### src/rtl/mac_feeder.sv
// mac_feeder: sequences one unsigned dot product of VEC_LEN operand pairs.
// It pops A and B together, clears the MAC, streams the pairs into it and
// captures the final accumulator into result.
//
// state   | meaning
// --------+----------------------------------------------------------
// IDLE    | waiting for start
// CLEAR   | mac_clr high for one cycle, issue counter reset
// FEED    | pop one pair per cycle while both FIFOs have data
// DRAIN   | last popped pair is on rdata, last mac_en cycle
// CAPTURE | accumulator holds the final sum, load result and pulse done
module mac_feeder #(
  parameter int DATA_WIDTH = 8,
  parameter int VEC_LEN    = 8
) (
  input  logic                      clk,
  input  logic                      rst,
  input  logic                      start,
  output logic                      busy,
  output logic                      done,
  output logic                      a_rden,
  input  logic [DATA_WIDTH-1:0]     a_rdata,
  input  logic                      a_empty,
  output logic                      b_rden,
  input  logic [DATA_WIDTH-1:0]     b_rdata,
  input  logic                      b_empty,
  output logic                      mac_en,
  output logic                      mac_clr,
  output logic [DATA_WIDTH-1:0]     mac_a,
  output logic [DATA_WIDTH-1:0]     mac_b,
  input  logic [3*DATA_WIDTH-1:0]   mac_cout,
  output logic [3*DATA_WIDTH-1:0]   result,
  output logic                      result_valid
);

  localparam int CW = $clog2(VEC_LEN + 1);
  localparam logic [CW-1:0] LIMIT = CW'(VEC_LEN);
  localparam logic [CW-1:0] LAST  = CW'(VEC_LEN - 1);

  typedef enum logic [2:0] {
    IDLE    = 3'd0,
    CLEAR   = 3'd1,
    FEED    = 3'd2,
    DRAIN   = 3'd3,
    CAPTURE = 3'd4
  } state_t;

  state_t          state;
  logic [CW-1:0]   count;
  logic            pop;

  // Both FIFOs are always popped together, and only when both hold data.
  assign pop     = (state == FEED) && !a_empty && !b_empty && (count < LIMIT);
  assign a_rden  = pop;
  assign b_rden  = pop;
  assign busy    = (state != IDLE);
  assign mac_clr = (state == CLEAR);

  // Operands are zeroed outside accumulate cycles so the MAC never sees stale data.
  assign mac_a = mac_en ? a_rdata : '0;
  assign mac_b = mac_en ? b_rdata : '0;

  // Sequencer: state, issue counter, accumulate enable and result capture.
  always_ff @(posedge clk) begin
    if (rst) begin
      state        <= IDLE;
      count        <= '0;
      result       <= '0;
      done         <= 1'b0;
      result_valid <= 1'b0;
      mac_en       <= 1'b0;
    end else begin
      // rdata is valid the cycle after a pop, which is exactly when mac_en is high.
      mac_en       <= pop;
      done         <= 1'b0;
      result_valid <= 1'b0;
      case (state)
        IDLE: begin
          if (start) state <= CLEAR;
        end
        CLEAR: begin
          count <= '0;
          state <= FEED;
        end
        FEED: begin
          if (pop) begin
            count <= count + 1'b1;
            if (count == LAST) state <= DRAIN;
          end
        end
        DRAIN: begin
          state <= CAPTURE;
        end
        CAPTURE: begin
          result       <= mac_cout;
          done         <= 1'b1;
          result_valid <= 1'b1;
          state        <= IDLE;
        end
        default: begin
          state <= IDLE;
        end
      endcase
    end
  end

endmodule

### config.mk
export PLATFORM = sky130hd
export DESIGN_NAME = mac_feeder
export DESIGN_NICKNAME = d
export VERILOG_FILES = /design/src/rtl/mac_feeder.sv
export SDC_FILE = /design/constraint.sdc
export NUM_CORES = 1
export LEC_CHECK = 0
export CORE_MARGIN = 4
export CORE_UTILIZATION = 39
export DETAILED_ROUTE_END_ITERATION = 16
export PLACE_DENSITY = 0.9
export SETUP_SLACK_MARGIN = 0.05
export SYNTH_ARGS = -nofsm -noshare
export SYNTH_HDL_FRONTEND = slang
export SYNTH_SLANG_ARGS = --single-unit
### constraint.sdc
create_clock -name clk -period 4.03 [get_ports clk]
set_clock_uncertainty 0.1 [all_clocks]
set_input_delay 0.806 -clock clk [delete_from_list [all_inputs] [get_ports clk]]
set_output_delay 0.806 -clock clk [all_outputs]
set_load 0.01 [all_outputs]
# Word-level counts from Yosys, hierarchy flattened

Cells that the tools add are included.

Input port bits: 45
Logic and storage cells: 34
Bits in registers: 33
Output and inout port bits: 47

Reduce and logical (&&, ||, !) cells: 10
Order comparisons: 1
Equal/unequal tests: 8
Add/sub/neg operators: 1
Mux-type cells: 9

Operators with widths:

| kind                                                            | number |
|---|---|
| 8-bit two-way mux                                               | 2 |
| 3-bit one-hot mux with 4 select lines                           | 1 |
| 3-bit two-way mux                                               | 3 |
| 4-bit one-hot mux with 2 select lines                           | 1 |
| 3-bit by 2-bit == test with 1-bit output, second input constant | 2 |
| 4-bit by 1-bit adder with 4-bit output, second input constant   | 1 |
| 4-bit by 3-bit == test with 1-bit output, second input constant | 1 |
| 4-bit less-than comparator, second input constant               | 1 |
| 4-bit two-way mux                                               | 1 |
| 2-bit != test, second input constant                            | 2 |
| 3-bit by 1-bit == test with 1-bit output, second input constant | 1 |
| 3-bit == test, second input constant                            | 1 |
| 1-bit logical AND                                               | 3 |
| 3-bit zero test                                                 | 1 |
| 3-bit AND reduction                                             | 1 |
| 3-bit nonzero test                                              | 1 |
| 1-bit zero test                                                 | 2 |
| 2-bit by 1-bit != test with 1-bit output, second input constant | 1 |
| 2-bit AND reduction                                             | 1 |
| 2-bit nonzero test                                              | 1 |
| 1-bit two-way mux                                               | 1 |

# Depth between registers and ports, before layout

Depth after elaboration: 6
Depth in mapped cells: 6
Mapped depth without buffers: 3

# Worst setup path after synthesis

No wires, ideal clock.

Path type: input -> output
From: input a_empty
To: output b_rden
Path slack: 1446 ps
Data required time: 3124 ps
Stages: 3
Buffers on the path: 1
Data arrival time: 1678 ps
Cells stage by stage: or4b_4 nor3_4 buf_4

Word-level cells in the longest chain between the ends: 4

Ends and longest elaborated chain:

| item                           | RTL line | source |
|---|---|---|
| from (decl)                    | 23       | `input logic a_empty,` |
| 1-bit zero test                | 53       | `assign pop = (state == FEED) && !a_empty && !b_empty && (count < LIMIT);` |
| 1-bit logical AND (3 in a row) | 53       |  |
| to (decl)                      | 24       | `output logic b_rden,` |

No other way between the ends.

# Final worst setup path

Ends and elaborated chain as after synthesis.

==> reports/results.txt <==
The number of antenna cells inserted is 0. The die area is 0.004743 sq mm, and the multi-input combinational cell area is 680.7 sq um. Utilization of the core after routing: 0.7038. Across the whole layout, storage elements account for 660.6 sq um. After detailed routing, the number of remaining DRC violations is 0. In this run, synthesis produced a sequential element count of 33. Clock-pin slew was measured on the worst setup and hold paths at 0.07 ns. The share of the cycle needed by the critical path after routing works out to 0.8589. Post-CTS resize count: 0. The run finished with clean final reports. Share of flip-flops with an asynchronous set or reset: 0.

The number of nets at the end of the flow was 277; the share of power burned in the clock network was 0.385. The H-tree was split into 2 levels. The fraction of layout instances using a drive strength above 1 works out to 0.07328. The number of warnings printed during yosys synthesis is 0, and the cell internal power dissipation is 543.5 uW.

The die is 68.87 microns tall. The most used flip-flop cell after synthesis is sky130_fd_sc_hd__dfxtp_1. The logs give 0.491 for the sequential share of power and 0 for the count of final hold-check violations.

The die outline width was 68.87 microns. The tools report the post-synthesis net count as 189. The number of clock sinks was 33; the first-iteration detailed-routing DRC count was 14. The first global-routing pass estimated 5382 microns of wire. For this block, the via count after detailed routing is 1308. Total CTS buffers: 5.

Setup repair after global routing left no endpoint under its margin. The root buffer cell chosen for the clock tree is sky130_fd_sc_hd__clkbuf_8. The number of detailed-routing iterations run before antenna repair is 4, and the number of max-slew violations in the final report is 0.

At the pin with the least slew margin, the transition time is 0.9525 ns. A synthesized cell averages 10.11 sq um. Register-to-register setup slack: 1.76 ns.

Number of global-route vias before repair: 1220. Setup violations remaining at the end of the flow were counted as 0. Yosys mapped a number of flops with a built-in enable equal to 0.

In this run the standard cell core region covers 0.003468 sq mm. The run gives 0 ns as the setup TNS. In the layout the commonest cells are sky130_fd_sc_hd__clkdlybuf4s50_1 (91), sky130_fd_sc_hd__dfxtp_1 (33), sky130_fd_sc_hd__nor2_1 (25), sky130_fd_sc_hd__mux2i_1 (24), sky130_fd_sc_hd__and2_1 (17). Global routing finished with a remaining overflow of 0.

In this run the power density over the cells is 281.9 mW/mm^2. The overall routing resource usage is 0.1527, and the required time of the critical path is 3.12 ns. Static timing analysis puts the maximum clock frequency at 0.2889 GHz.

The count of hold buffers inserted by post-cts repair is 0. Leaving out fill and tap cells, the most frequent cell in the layout is sky130_fd_sc_hd__clkdlybuf4s50_1. The share of synthesized area occupied by flip-flops and latches came out at 0.4571. IR analysis of the VDD net gives a maximum drop of 0.0002192 V. The category of the critical setup timing path is in -> out.

The biggest fanout along the worst timing path works out to 3. After layout, the minimum clock period comes to 3.461 ns. The setup fix buffers added after clock tree synthesis was 0; the signal arrival time at the worst endpoint was 2.56 ns. Across the run, the number of max-cap violations was 0. The average wire length per cell after detail routing is 13.47 microns, and the routability-driven placement congestion ratio is 0.8106. The post-synthesis instance area was 0.001445 sq mm.

The vias per cell is 4.705. The number of placed I/O pins was 92; the area added between synthesis and finish was 68.92%. STA classifies the critical path endpoint as an output pin.

The clock latency at the later pin of the worst-skew pair was 0.27 ns; the post-detailed-route count of antenna-violating nets was 0. The tools report the number of cells produced by synthesis as 143. The net load switching power is 144.6 uW. Power comes to 688.1 uW. The tools report the share of total power in combinational logic as 0.125.

The placed wire-length estimate was 2982 microns; the number of core rows was 21. The final routed wirelength across all metal layers was 3746 microns; the number of buffers inserted by port buffering was 91. The post-synthesis cell type count was 31. The worst setup path is launched from an input pin. Entering global routing, the biggest net connects 23 pins. TritonCTS built the clock tree. For the number of antenna violations at the first check in global routing, the log shows 0. Switching portion of total power: 0.2101.

The leakage power summed over all cells was 0.8687 nW. The starting density of the core is 0.4167, and the number of buffers on the longest clock path is 2. The max-slew headroom at the worst pin is 0.3622. Fill cells in the final layout number 276. Worst min-delay path category: reg -> reg.
[kinds of logic (layout without fill, tap and decap cells)]
logic type / after synthesis / after routing / share of synthesized area
XOR/XNOR: 1 / 1 / 0.006062
multiplexers: 25 / 25 / 0.1740
AO/OA/AOI/OAI: 7 / 7 / 0.04157
flip-flops: 33 / 33 / 0.4571
AND/OR/NAND/NOR: 60 / 60 / 0.2372
adder cells (fa/ha/maj): 1 / 1 / 0.008657
buffers and inverters: 16 / 105 / 0.07531
[cell usage after synthesis (2+ instances only)]
| cell | number | share of area |
|---|---|---|
| sky130_fd_sc_hd__nor4_1 | 2 | 0.0087 |
| sky130_fd_sc_hd__buf_4 | 4 | 0.021 |
| sky130_fd_sc_hd__clkbuf_1 | 4 | 0.010 |
| sky130_fd_sc_hd__and2_1 | 17 | 0.074 |
| sky130_fd_sc_hd__nor2_1 | 25 | 0.065 |
| sky130_fd_sc_hd__nor3_1 | 3 | 0.010 |
| sky130_fd_sc_hd__nand2_1 | 2 | 0.0052 |
| sky130_fd_sc_hd__nand3b_1 | 2 | 0.010 |
| sky130_fd_sc_hd__mux2i_1 | 24 | 0.17 |
| sky130_fd_sc_hd__buf_6 | 3 | 0.023 |
| sky130_fd_sc_hd__inv_1 | 4 | 0.010 |
| sky130_fd_sc_hd__nor3b_1 | 2 | 0.010 |
| sky130_fd_sc_hd__dfxtp_1 | 33 | 0.46 |
[through the flow]
stage	setup slack, ns	hold WS [ns]	area [sq um]	instances
finish	0.5687	0.3960	2441	278
global route	0.5079	0.4253	2441	278
CTS	0.5626	0.3988	2441	278
detailed placement	0.5569	0.3828	2340	270
global placement	0.6024	0.3714	2340	270
floorplan	1.446	0.4140	1445	143
[metal layers]
metal / up-vias / routed length (microns) / GRT usage
met4: 0 / 65 / 0.07299
met5: - / 0 / 0
li1: 658 / - / -
met1: 573 / 1512 / 0.1761
met2: 69 / 1676 / 0.2488
met3: 8 / 491 / 0.05673
[area by class of cell]
cell class / count / share of cell area
Inverter: 4 / 0.006151
Tap cell: 46 / 0.02358
Clock buffer: 7 / 0.03947
Timing Repair Buffer: 93 / 0.3793
Sequential cell: 33 / 0.2706
Multi-Input combinational cell: 94 / 0.2788
Clock inverter: 1 / 0.002050
[worst paths after layout]
path,start,to,cells after the start
setup / recovery,a_empty,b_rden,4
hold / removal,result[15],result[15],2
setup reg to reg,state[2],result[14],4
hold reg to reg,result[15],result[15],2
[critical path: stages]
cell,delay (ns)
sky130_fd_sc_hd__clkdlybuf4s50_1,0.46
sky130_fd_sc_hd__or4b_4,0.56
sky130_fd_sc_hd__nor3_4,0.16
sky130_fd_sc_hd__clkdlybuf4s50_1,0.57
[flip-flops by register name, summed over array words and instances, names as in the netlist]
| register | flops |
|---|---|
| count | 4 |
| mac_en | 1 |
| result | 24 |
| result_valid | 1 |
| state | 3 |
[power by group through the flow]
| stage | Clock [mW] | Sequential (mW) | Combinational [mW] |
|---|---|---|---|
| finish | 0.265 | 0.338 | 0.0857 |
| global route | 0.287 | 0.339 | 0.0916 |
| CTS | 0.273 | 0.338 | 0.0865 |
| detailed placement | 0 | 0.345 | 0.0861 |
| global placement | 0 | 0.345 | 0.0850 |
| floorplan | 0 | 0.341 | 0.0331 |
Note: power is estimated with default switching activity, not from simulation.
